<file path="src/rtl/mac_accum_if.sv">
// Bundle between mult32x32 / result consumer and mac_accum. The design side
// uses the slave modport; the driver of products and consumer of results uses master.
interface mac_accum_if #(
    parameter int PWIDTH    = 64,
    parameter int ACC_WIDTH = 80,
    parameter int LWIDTH    = 16
);
    // Result handshake: o_acc/o_acc_vld are held while o_acc_vld=1 and
    // i_acc_rdy=0; a transfer happens on a rising edge where both are 1.
    logic                 i_start;
    logic [LWIDTH-1:0]    i_len;
    logic                 i_ns;
    logic                 i_prod_vld;
    logic [PWIDTH-1:0]    i_product;
    logic                 o_busy;
    logic [ACC_WIDTH-1:0] o_acc;
    logic                 o_acc_vld;
    logic                 i_acc_rdy;
    logic                 o_ovf;
    logic [1:0]           o_state;

    modport master (
        output i_start, i_len, i_ns, i_prod_vld, i_product, i_acc_rdy,
        input  o_busy, o_acc, o_acc_vld, o_ovf, o_state
    );

    modport slave (
        input  i_start, i_len, i_ns, i_prod_vld, i_product, i_acc_rdy,
        output o_busy, o_acc, o_acc_vld, o_ovf, o_state
    );
endinterface

</file>
<file path="src/rtl/mac_accum.sv">
// Frame accumulator for the MAC datapath: sums a programmed number of valid
// products (signed or unsigned) into a wide register, with wrap or saturate.
module mac_accum #(
    parameter int PWIDTH    = 64,
    parameter int ACC_WIDTH = 80,
    parameter int LWIDTH    = 16,
    parameter bit SAT       = 1'b0
) (
    input  logic        i_clk,
    input  logic        i_rstn,
    mac_accum_if.slave  bus
);

    typedef enum logic [1:0] {
        S_IDLE  = 2'd0,
        S_ACCUM = 2'd1,
        S_DONE  = 2'd2
    } state_e;

    localparam logic [ACC_WIDTH-1:0] ALL_ONES = '1;
    localparam logic [ACC_WIDTH-1:0] MAX_S    = {1'b0, {(ACC_WIDTH-1){1'b1}}};
    localparam logic [ACC_WIDTH-1:0] MIN_S    = {1'b1, {(ACC_WIDTH-1){1'b0}}};

    state_e               state_q, state_d;
    logic [LWIDTH-1:0]    len_q, len_d;
    logic [LWIDTH-1:0]    cnt_q, cnt_d;
    logic [LWIDTH-1:0]    cnt_inc;
    logic                 ns_q, ns_d;
    logic                 ovf_q, ovf_d;
    logic [ACC_WIDTH-1:0] acc_q, acc_d;
    logic [ACC_WIDTH-1:0] res_q, res_d;
    logic [ACC_WIDTH-1:0] ext;
    logic [ACC_WIDTH:0]   sum;
    logic                 ovf_now;

    // Extension uses the frame's latched signedness, not the live i_ns.
    always_comb begin
        ext = ns_q ? ACC_WIDTH'($signed(bus.i_product)) : ACC_WIDTH'(bus.i_product);
        sum = {1'b0, acc_q} + {1'b0, ext};
        if (ns_q) begin
            ovf_now = (acc_q[ACC_WIDTH-1] == ext[ACC_WIDTH-1]) &&
                      (sum[ACC_WIDTH-1] != acc_q[ACC_WIDTH-1]);
        end else begin
            ovf_now = sum[ACC_WIDTH];
        end
        cnt_inc = cnt_q + LWIDTH'(1);
    end

    always_comb begin
        state_d = state_q;
        len_d   = len_q;
        cnt_d   = cnt_q;
        ns_d    = ns_q;
        ovf_d   = ovf_q;
        acc_d   = acc_q;
        res_d   = res_q;
        case (state_q)
            S_IDLE: begin
                if (bus.i_start) begin
                    len_d = bus.i_len;
                    ns_d  = bus.i_ns;
                    acc_d = '0;
                    cnt_d = '0;
                    ovf_d = 1'b0;
                    if (bus.i_len == '0) begin
                        res_d   = '0;
                        state_d = S_DONE;
                    end else begin
                        state_d = S_ACCUM;
                    end
                end
            end
            S_ACCUM: begin
                if (bus.i_prod_vld) begin
                    cnt_d = cnt_inc;
                    // Once saturated, the accumulator is frozen for the frame.
                    if (SAT && ovf_q) begin
                        acc_d = acc_q;
                    end else if (ovf_now) begin
                        ovf_d = 1'b1;
                        if (SAT) begin
                            acc_d = ns_q ? (acc_q[ACC_WIDTH-1] ? MIN_S : MAX_S) : ALL_ONES;
                        end else begin
                            acc_d = sum[ACC_WIDTH-1:0];
                        end
                    end else begin
                        acc_d = sum[ACC_WIDTH-1:0];
                    end
                    if (cnt_inc == len_q) begin
                        res_d   = acc_d;
                        state_d = S_DONE;
                    end
                end
            end
            S_DONE: begin
                if (bus.i_acc_rdy) begin
                    state_d = S_IDLE;
                end
            end
            default: state_d = S_IDLE;
        endcase
    end

    always_ff @(posedge i_clk) begin
        if (!i_rstn) begin
            state_q <= S_IDLE;
            len_q   <= '0;
            cnt_q   <= '0;
            ns_q    <= 1'b0;
            ovf_q   <= 1'b0;
            acc_q   <= '0;
            res_q   <= '0;
        end else begin
            state_q <= state_d;
            len_q   <= len_d;
            cnt_q   <= cnt_d;
            ns_q    <= ns_d;
            ovf_q   <= ovf_d;
            acc_q   <= acc_d;
            res_q   <= res_d;
        end
    end

    assign bus.o_busy    = (state_q != S_IDLE);
    assign bus.o_acc_vld = (state_q == S_DONE);
    assign bus.o_acc     = res_q;
    assign bus.o_ovf     = ovf_q;
    assign bus.o_state   = state_q;

endmodule

</file>
<file path="src/flat_wrapper.sv">
// flat-port wrapper written by rule: the top's interface ports become plain ports
module mac_accum_flat 
#(
    parameter int PWIDTH    = 64,
    parameter int ACC_WIDTH = 80,
    parameter int LWIDTH    = 16,
    parameter bit SAT       = 1'b0
)
  (i_clk, i_rstn, bus_i_start, bus_i_len, bus_i_ns, bus_i_prod_vld, bus_i_product, bus_i_acc_rdy, bus_o_busy, bus_o_acc, bus_o_acc_vld, bus_o_ovf, bus_o_state);
  mac_accum_if #(.PWIDTH(PWIDTH), .ACC_WIDTH(ACC_WIDTH), .LWIDTH(LWIDTH)) bus_i ();
  input  logic i_clk;
  input  logic i_rstn;
  input wire logic [$bits(bus_i.i_start)-1:0] bus_i_start;
  input wire logic [$bits(bus_i.i_len)-1:0] bus_i_len;
  input wire logic [$bits(bus_i.i_ns)-1:0] bus_i_ns;
  input wire logic [$bits(bus_i.i_prod_vld)-1:0] bus_i_prod_vld;
  input wire logic [$bits(bus_i.i_product)-1:0] bus_i_product;
  input wire logic [$bits(bus_i.i_acc_rdy)-1:0] bus_i_acc_rdy;
  output wire logic [$bits(bus_i.o_busy)-1:0] bus_o_busy;
  output wire logic [$bits(bus_i.o_acc)-1:0] bus_o_acc;
  output wire logic [$bits(bus_i.o_acc_vld)-1:0] bus_o_acc_vld;
  output wire logic [$bits(bus_i.o_ovf)-1:0] bus_o_ovf;
  output wire logic [$bits(bus_i.o_state)-1:0] bus_o_state;
  assign bus_i.i_start = bus_i_start;
  assign bus_i.i_len = bus_i_len;
  assign bus_i.i_ns = bus_i_ns;
  assign bus_i.i_prod_vld = bus_i_prod_vld;
  assign bus_i.i_product = bus_i_product;
  assign bus_i.i_acc_rdy = bus_i_acc_rdy;
  assign bus_o_busy = bus_i.o_busy;
  assign bus_o_acc = bus_i.o_acc;
  assign bus_o_acc_vld = bus_i.o_acc_vld;
  assign bus_o_ovf = bus_i.o_ovf;
  assign bus_o_state = bus_i.o_state;
  mac_accum #(.PWIDTH(PWIDTH), .ACC_WIDTH(ACC_WIDTH), .LWIDTH(LWIDTH), .SAT(SAT)) u_core (.i_clk(i_clk), .i_rstn(i_rstn), .bus(bus_i));
endmodule
</file>
<file path="config.mk">
export PLATFORM = sky130hd
export DESIGN_NAME = mac_accum_flat
export DESIGN_NICKNAME = d
export VERILOG_FILES = /design/src/rtl/mac_accum_if.sv /design/src/rtl/mac_accum.sv /design/src/flat_wrapper.sv
export SDC_FILE = /design/constraint.sdc
export NUM_CORES = 1
export LEC_CHECK = 0
export CAP_MARGIN = 20
export CORE_ASPECT_RATIO = 1.5
export CORE_MARGIN = 2
export CORE_UTILIZATION = 51
export DETAILED_ROUTE_END_ITERATION = 10
export GPL_TIMING_DRIVEN = 1
export PLACE_DENSITY = 0.75
export SYNTH_ARGS = -nofsm -noshare
export SYNTH_HDL_FRONTEND = slang
export SYNTH_SLANG_ARGS = --single-unit
</file>
<file path="constraint.sdc">
create_clock -name i_clk -period 4.8 [get_ports i_clk]
set_input_delay 0.72 -clock i_clk [delete_from_list [all_inputs] [get_ports i_clk]]
set_output_delay 0.72 -clock i_clk [all_outputs]
set_load 0.01 [all_outputs]
</file>
# == After elaboration in Yosys (flattened, before gate mapping) ==
# Cells that the tools add are included.
# totals
register_bits,196
output_inout_bits,85
# op_classes
n_addsub,2
eq_ne,11
n_mux,23
n_reduce_logical,10
# ops
cell,count
two-way mux 80 bit,7
case mux 80 bit (2 select lines),2
adder 80 x 80 -> 81 bit,1
two-way mux 16 bit,2
case mux 16 bit (2 select lines),1
adder 16 x 1 -> 16 bit (second input constant),1
equality test 16 bit,1
zero test 16 bit,1
two-way mux 2 bit,5
AND reduction 4 bit,2
inequality test 2 x 1 -> 1 bit (second input constant),3
inequality test 2 bit (second input constant),3
case mux 2 bit (3 select lines),1
AND reduction 5 bit,1
two-way mux 1 bit,4
nonzero test 2 bit,2
AND reduction 3 bit,1
equality test 2 x 1 -> 1 bit (second input constant),1
equality test 2 bit (second input constant),1
zero test 2 bit,1
case mux 1 bit (2 select lines),1
AND reduction 2 bit,1
equality test 1 bit,1
logical AND 1 bit,1
inequality test 1 bit,1

# == Longest topological paths before layout ==
# logic_depth
ltp_word,8
depth_mapped,13
mapped_depth_nobuf,13

# == Worst setup path before layout ==
# OpenSTA, ideal clock, no wires.
# synth_timing
path_type,input -> register
from,in bus_i_product[0]
to,reg u_core.res_q[72] (netlist: u_core.bus.o_acc[72])
setup_time_ns,0.117
t_arrival_ns,3.533
required_ns,4.683
path_slack_ns,1.150
cell_stages,13
n_path_buf,0
path_cell_list,ha_1 fa_1 a211o_1 a211oi_1 or3_1 o31ai_1 a31o_2 a31oi_1 o21ai_1 o21ai_0 o21ai_1 xor2_1 a22o_1
# synth_via
elab_chain_len,5
# synth_lines
element,line_no,text
"start, declared",flat_wrapper.sv:17,input wire logic [$bits(bus_i.i_product)-1:0] bus_i_product;
two-way mux 80 bit,mac_accum.sv:38,ext = ns_q ? ACC_WIDTH'($signed(bus.i_product)) : ACC_WIDTH'(bus.i_product);
adder 80 x 80 -> 81 bit,mac_accum.sv:39,"sum = {1'b0, acc_q} + {1'b0, ext};"
two-way mux 80 bit,mac_accum.sv:89,if (cnt_inc == len_q) begin
two-way mux 80 bit,mac_accum.sv:74,if (bus.i_prod_vld) begin
case mux 80 bit (2 select lines),mac_accum.sv:57,case (state_q)
"end signal, assigned",mac_accum.sv:120,res_q <= res_d;
"end, declared",mac_accum.sv:31,"logic [ACC_WIDTH-1:0] res_q, res_d;"
# No other way between the ends. The select of a mux whose other input is x is not followed.
# A chain may end at the register's enable or synchronous reset.

# == Worst setup path after layout ==
# layout_timing
from,in bus_i_product[0]
to,reg u_core.res_q[56] (netlist: u_core.bus.o_acc[56])
# The elaborated chain is that of the path after synthesis.

==> flow_metrics.py <==
metrics = {
    "outcome": {
        "status": "finished clean",
    },
    "grt": {
        "grtUsageTotal_pct": 30.6,
        "grt_start_max_net_pins": 101,
        "grt_pass1_vias": 12300,
        "antenna_found_initial": 0,
        "grt-ovfl-total": 0,
        "grt_pass1_wl_mm": 62.9,
    },
    "critical_path": {
        "crit_path_start_kind": "input pin",
        "crit_required_ps": 5140,
        "cp_max_fo": 4,
        "rr_worst_depth": 12,
        "crit_type": "in2reg",
        "rr_endpoint": "u_core.bus.o_acc[56]",
        "crit_path_end_kind": "flop",
        "crit-reg2reg-launch": "u_core.acc_q[0]",
        "cp.arrival_ps": 4530,
        "startpoint": "bus_i_product[0]",
        "r2r_slack_ps": 1020,
        "crit_end": "u_core.bus.o_acc[56]",
    },
    "power_and_ir_drop": {
        "internal-power_w": 0.00281,
        "swShare_pct": 29.8,
        "power_leakage_nw": 6.04,
        "p_total_w": 0.00401,
        "peakVddDrop_v": 0.000259,
        "pwr-share-clk_pct": 37.0,
        "comb_power_share_pct": 20.6,
        "power_switching_w": 0.00119,
        "pwr-share-seq_pct": 42.5,
        "p_per_area_nw_per_um2": 263,
    },
    "finish": {
        "area_growth_pct": 20.8,
        "finalInstanceArea_um2": 15200,
        "diodes": 0,
        "finalNetCount": 1929,
        "drive_gt1_share_pct": 4.85,
        "fin_cells": 2098,
    },
    "drt": {
        "via_count": 12300,
        "first_iter_violations": 619,
        "dr.pass1.iters": 7,
        "drc_errors": 0,
        "wl_per_cell_um": 19.1,
        "vias_per_cell": 5.87,
        "wirelength_mm": 40.0,
        "ant_nets": 0,
    },
    "synthesis": {
        "synth.most_common_cell": "nand2_1",
        "yosys-top-cells-count": "nand2_1, dfxtp_1, a21oi_1",
        "synth_edf_count": 0,
        "async_flop_share_pct": 0,
        "synth_top_cell_by_area": "dfxtp_1",
        "synth.yosys.seq_area_share_pct": 31.2,
        "yosys.area.top_type_share_pct": 31.2,
        "synth_seq_cells": 196,
        "synthTopCellsByArea": "dfxtp_1, nand2_1, ha_1, a21oi_1, o21ai_0",
        "synth_warnings": 0,
        "avgSynthCellArea_um2": 7.68,
        "synth.distinct_cells": 70,
        "synth_area_um2": 12600,
        "synthFlopType": "dfxtp_1",
        "netlist_instances": 1639,
        "synth_nets": 1807,
    },
    "clocking": {
        "cts.sinks": 196,
        "cts_buffer_depth": 2,
        "clkLatencyLatePin_ps": 450,
        "ctsResizeCount": 0,
        "cts_setup_buffers": 0,
        "root_buffer": "clkbuf_16",
        "cts_tree": "yes",
        "cts.reportedPaths.clkPinSlew_ps": 70,
        "cts_buffers": 17,
        "htree_num_levels": 4,
        "postCtsHoldBufs": 0,
    },
    "sta": {
        "setup_viol": 0,
        "skew_ps": 9.39,
        "post-route-period-util_pct": 87.3,
        "slew-limit-headroom_pct": 32.3,
        "fmax_ghz": 0.239,
        "fin_tns_setup_ps": 0,
        "rsz0062_at_grt": "no",
        "finalHoldViolations": 0,
        "fin_crit_ps": 4190,
        "worst_pin_slew_ps": 1010,
        "drv_slew": 0,
    },
    "floorplan": {
        "dieArea_um2": 26000,
        "core_um2": 24300,
        "die-height_um": 196,
        "ioPinCount": 171,
        "start_util_pct": 51.7,
        "die_x_um": 132,
        "rows": 70,
    },
    "worst_hold_path": {
        "hold_path_class": "reg2reg",
    },
    "placement": {
        "gp_congestion": 0.961,
        "portBuffers": 170,
        "place_area_um2": 14600,
        "dp_hpwl_mm": 30.7,
        "placed_cells": 2066,
    },
    "job": {
        "maxCapViolations": 0,
    },
}
-- metal layers --
layer  routed length (um)  part of all wire (%)  global-route usage, %  vias up
li1                     -                     -                      -     6063
met2                20800                    52                   57.5      425
met4                 2500                   6.3                   19.5        0
met3                 1620                   4.1                   4.27      152
met1                15100                    38                   31.8     5683
met5                    0                     0                      0        -
-- per-stage QoR --
step | hold slack (ps) | worst slack [ps] | util, %
5_1_grt | 493 | 527 | 62.5
3_3_place_gp | 440 | 275 | 60.0
6_report | 465 | 610 | 62.5
2_1_floorplan | 432 | 1150 | -
3_5_place_dp | 460 | 245 | 60.0
4_1_cts | 470 | 680 | 62.5
-- worst min-delay path by stage --
| stage | start | end | cells after the start |
|---|---|---|---|
| floorplan | u_core.acc_q[69] | u_core.acc_q[69] | 2 |
| global placement | u_core.bus.o_acc[75] | u_core.bus.o_acc[75] | 2 |
| detailed placement | u_core.bus.o_acc[5] | u_core.bus.o_acc[5] | 2 |
| CTS | u_core.bus.o_acc[78] | u_core.bus.o_acc[78] | 2 |
| global route | u_core.bus.o_acc[2] | u_core.bus.o_acc[2] | 2 |
| finish | u_core.bus.o_acc[52] | u_core.bus.o_acc[52] | 2 |
-- flip-flops by register name, indices dropped and copies added (netlist names) --
signal and cells:
u_core.acc_q 80, u_core.bus.o_acc 80, u_core.bus.o_ovf 1, u_core.bus.o_state 2, u_core.cnt_q 16, u_core.len_q 16, u_core.ns_q 1
-- cell families after synthesis --
| logic type | synth area share [%] |
|---|---|
| compound gates | 26.1 |
| xor+xnor | 6.54 |
| fa+ha+maj | 8.21 |
| buf+inv | 3.60 |
| flops | 31.2 |
| mux | 0.407 |
| simple gates | 24.0 |
-- critical path, stage by stage --
cell             delay (ps)
clkdlybuf4s50_1         480
ha_1                    190
fa_1                    260
a211o_1                 170
a211oi_1                 80
or3_1                   410
o31ai_1                 660
a31o_2                  310
a31oi_1                 200
o31a_1                  390
o31ai_1                 300
xor2_1                  140
a32o_1                  230
-- power by group through the flow --
stage	Clock [W]	Combinational, W	Sequential [W]
finish	0.00148	0.000824	0.00170
detailed placement	0	0.000814	0.00174
global route	0.00157	0.000900	0.00171
global placement	0	0.000807	0.00174
CTS	0.00151	0.000819	0.00170
floorplan	0	0.000524	0.00173
-- layout make-up --
cell class | instances | area, um^2
Clock buffer | 21 | 440
Clock inverter | 11 | 153
Fill cell | 2301 | 9140
Inverter | 16 | 60.1
Multi-Input combinational cell | 1324 | 8240
Sequential cell | 196 | 3920
Tap cell | 324 | 405
Timing Repair Buffer | 206 | 1990
-- placed cells by master (no fill, tap or decap), types with 25 or more instances in the layout --
master	instances
clkdlybuf4s50_1	169
and2_1	63
ha_1	81
nand4_1	39
nand3_1	36
buf_4	35
nor2b_1	39
dfxtp_1	196
nor2_1	94
a21oi_1	119
nor3_1	25
a21o_1	46
a22o_1	39
a21boi_0	60
nand2_1	285
xnor2_1	58
xor2_1	36
o21ai_0	117
Note: power is estimated with default switching activity, not from simulation.
==> patch: new RTL, same settings <==
`PWIDTH` is set to 64 in 3 places; all go to 128.
--- a/src/rtl/mac_accum_if.sv
+++ b/src/rtl/mac_accum_if.sv
@@ -2,5 +2,5 @@
 // uses the slave modport; the driver of products and consumer of results uses master.
 interface mac_accum_if #(
-    parameter int PWIDTH    = 64,
+    parameter int PWIDTH    = 128,
     parameter int ACC_WIDTH = 80,
     parameter int LWIDTH    = 16
--- a/src/rtl/mac_accum.sv
+++ b/src/rtl/mac_accum.sv
@@ -2,5 +2,5 @@
 // products (signed or unsigned) into a wide register, with wrap or saturate.
 module mac_accum #(
-    parameter int PWIDTH    = 64,
+    parameter int PWIDTH    = 128,
     parameter int ACC_WIDTH = 80,
     parameter int LWIDTH    = 16,
--- a/src/flat_wrapper.sv
+++ b/src/flat_wrapper.sv
@@ -2,5 +2,5 @@
 module mac_accum_flat 
 #(
-    parameter int PWIDTH    = 64,
+    parameter int PWIDTH    = 128,
     parameter int ACC_WIDTH = 80,
     parameter int LWIDTH    = 16,
Ports: changed (resized bus_i_product); port bits go from 171 to 235. The function was not compared with the original's and may differ.
==> patch against the unedited design <==
Count of clock-buffer cells in the layout decreased by 1; final area is 0.79% higher; sequential cell count unchanged; via count rose by 3.1%; total power is 4.8% higher; wire length up 0.33%; worst setup slack worse by 0.016 ns; area after synthesis is 0.46% higher; largest cell class unchanged.
==> patch: results (changes against the unedited design) <==
run_status: "finished clean"  # unchanged
vias_per_cell: 5.971  # was 5.874
max-slew-margin-rel_pct: 39.13  # was 32.35%
yosysUniqueCellTypes: 86  # was 70
syn_nets: 1888  # was 1,807
wl_met3_um: 2065  # was 1623 um
cts_max_level: 4  # unchanged
yosysSeqAreaShare_pct: 31.01  # was 31.15%
max-vdd-ir-drop_uv: 265.5  # was 259.1 uV
antenna_found_initial: 0  # unchanged
crit_arrival_ns: 4.56  # was 4.53 ns
first_pass_iters: 7  # unchanged
crit_path_top_delay_cell: "a2111oi_4"  # was o31ai_1
yosys-top-cells-area: "dfxtp_1, a21oi_1, ha_1"  # was dfxtp_1, nand2_1, ha_1
fin_skew_ns: 0.01598  # was 0.009392 ns
cts_buffer_depth: 2  # unchanged
drive_gt1_share_pct: 5.047  # was 4.848%
top_layer_used: "met4"  # unchanged
synthTopCellsByCount: "nand2_1, a21oi_1, dfxtp_1"  # was nand2_1, dfxtp_1, a21oi_1
antenna_cells: 0  # unchanged
ys_warn_count: 0  # unchanged
grt_first_pass_wirelength_um: 64050  # was 62,940 um
drt_first_iter_violations: 823  # was 619
drt-met1-wl_um: 15740  # was 15,140 um
place_congestion: 0.9748  # was 0.9610
clock-root-buffer: "clkbuf_16"  # unchanged
dpl_cell_area_um2: 14710  # was 14,620 um2
min_path_type: "reg2reg"  # unchanged
worstSkewPairLatency_ns: 0.45  # about the same
grt_usage_pct: 30.53  # was 30.65%
cts_buffers: 17  # unchanged
dpl.cell_count: 2095  # was 2,066
crit_fanout: 3  # was 4
grt_max_degree: 55  # was 101
cpPeakStageDelay_ns: 0.47  # was 0.66 ns
wirelength_um: 40170  # was 40,040 um
leakage_nw: 5.976  # was 6.039 nW
num-nets-final: 2022  # was 1,929
clk_pin_slew_worst_paths_ns: 0.08
dr_total_vias: 12700  # was 12.32k
dpl.hpwl_um: 30590  # was 30,710 um
dr_wl_met2_um: 20440  # was 20,770 um
port_buffers: 186  # was 170
postSynthCellCount: 1656  # was 1,639
async_flop_share_pct: 0  # unchanged
post_cts_resized: 0  # unchanged
postCtsSetupBuffers: 0  # unchanged
patch: cell types whose count changed in the layout (fill, tap and decap cells not counted), sizes merged, moves of 13 or more:
cell / delta
a21oi: +94
a21boi: -56
and2: -43
nor2: +39
nand2: -35
nor2b: -27
o21ai: -25
inv: +19
clkdlybuf4s50: +17
nand3: +14
a22o: +13
patch: cell type report:
class,count,area [um2]
Clock buffer,20,456.7
Clock inverter,12,165.2
Fill cell,2275,9015
Inverter,31,118.9
Multi-Input combinational cell,1329,8172
Sequential cell,196,3924
Tap cell,324,405.4
Timing Repair Buffer,215,2092
patch: final timing paths:
check	endpoint	depth (start not counted)	from	slack (ns)
max	u_core.bus.o_acc[72]$_SDFFE_PN0P_	14	bus_i_product[0]	0.59
max reg2reg	u_core.bus.o_acc[72]$_SDFFE_PN0P_	13	u_core.acc_q[0]$_SDFFE_PN0P_	0.99
min reg2reg	u_core.bus.o_acc[41]$_SDFFE_PN0P_	2	u_core.bus.o_acc[41]$_SDFFE_PN0P_	0.45
min	u_core.bus.o_acc[41]$_SDFFE_PN0P_	2	u_core.bus.o_acc[41]$_SDFFE_PN0P_	0.45
patch: cell families (layout without fill, tap and decap cells):
group	Yosys count	after routing	share of synthesized area (%)
AND/OR/NAND/NOR	606	606	21.93
adder cells (fa/ha/maj)	82	82	8.169
XOR/XNOR	91	91	6.299
flip-flops	196	196	31.01
buffers and inverters	131	278	4.598
multiplexers	3	3	0.2472
AO/OA/AOI/OAI	547	547	27.74
patch: routing by layer:
metal | vias up | global-route usage, %
met1 | 5947 | 33.38
met3 | 109 | 5.247
li1 | 6248 | -
met5 | - | 0
met4 | 0 | 16.21
met2 | 396 | 55.94
patch: power by group:
| group | leakage (nW) | internal [mW] | switching (mW) | total [mW] |
|---|---|---|---|---|
| combinational | 4.09 | 0.365 | 0.570 | 0.934 |
| sequential | 1.59 | 1.67 | 0.0365 | 1.71 |
| clock | 0.306 | 0.861 | 0.693 | 1.55 |
patch: through the flow:
| step | setup slack (ns) | hold slack, ns |
|---|---|---|
| floorplan | 0.9557 | 0.4291 |
| global placement | 0.1830 | 0.4384 |
| detailed placement | 0.1395 | 0.4423 |
| CTS | 0.5928 | 0.4524 |
| global route | 0.4105 | 0.4708 |
| finish | 0.5939 | 0.4494 |
patch: critical path, delay by kind of cell:
kind | cells | cell delay [ns]
compound gates | 9 | 2.45
fa+ha+maj | 2 | 0.67
buf+inv | 2 | 0.60
xor+xnor | 1 | 0.10
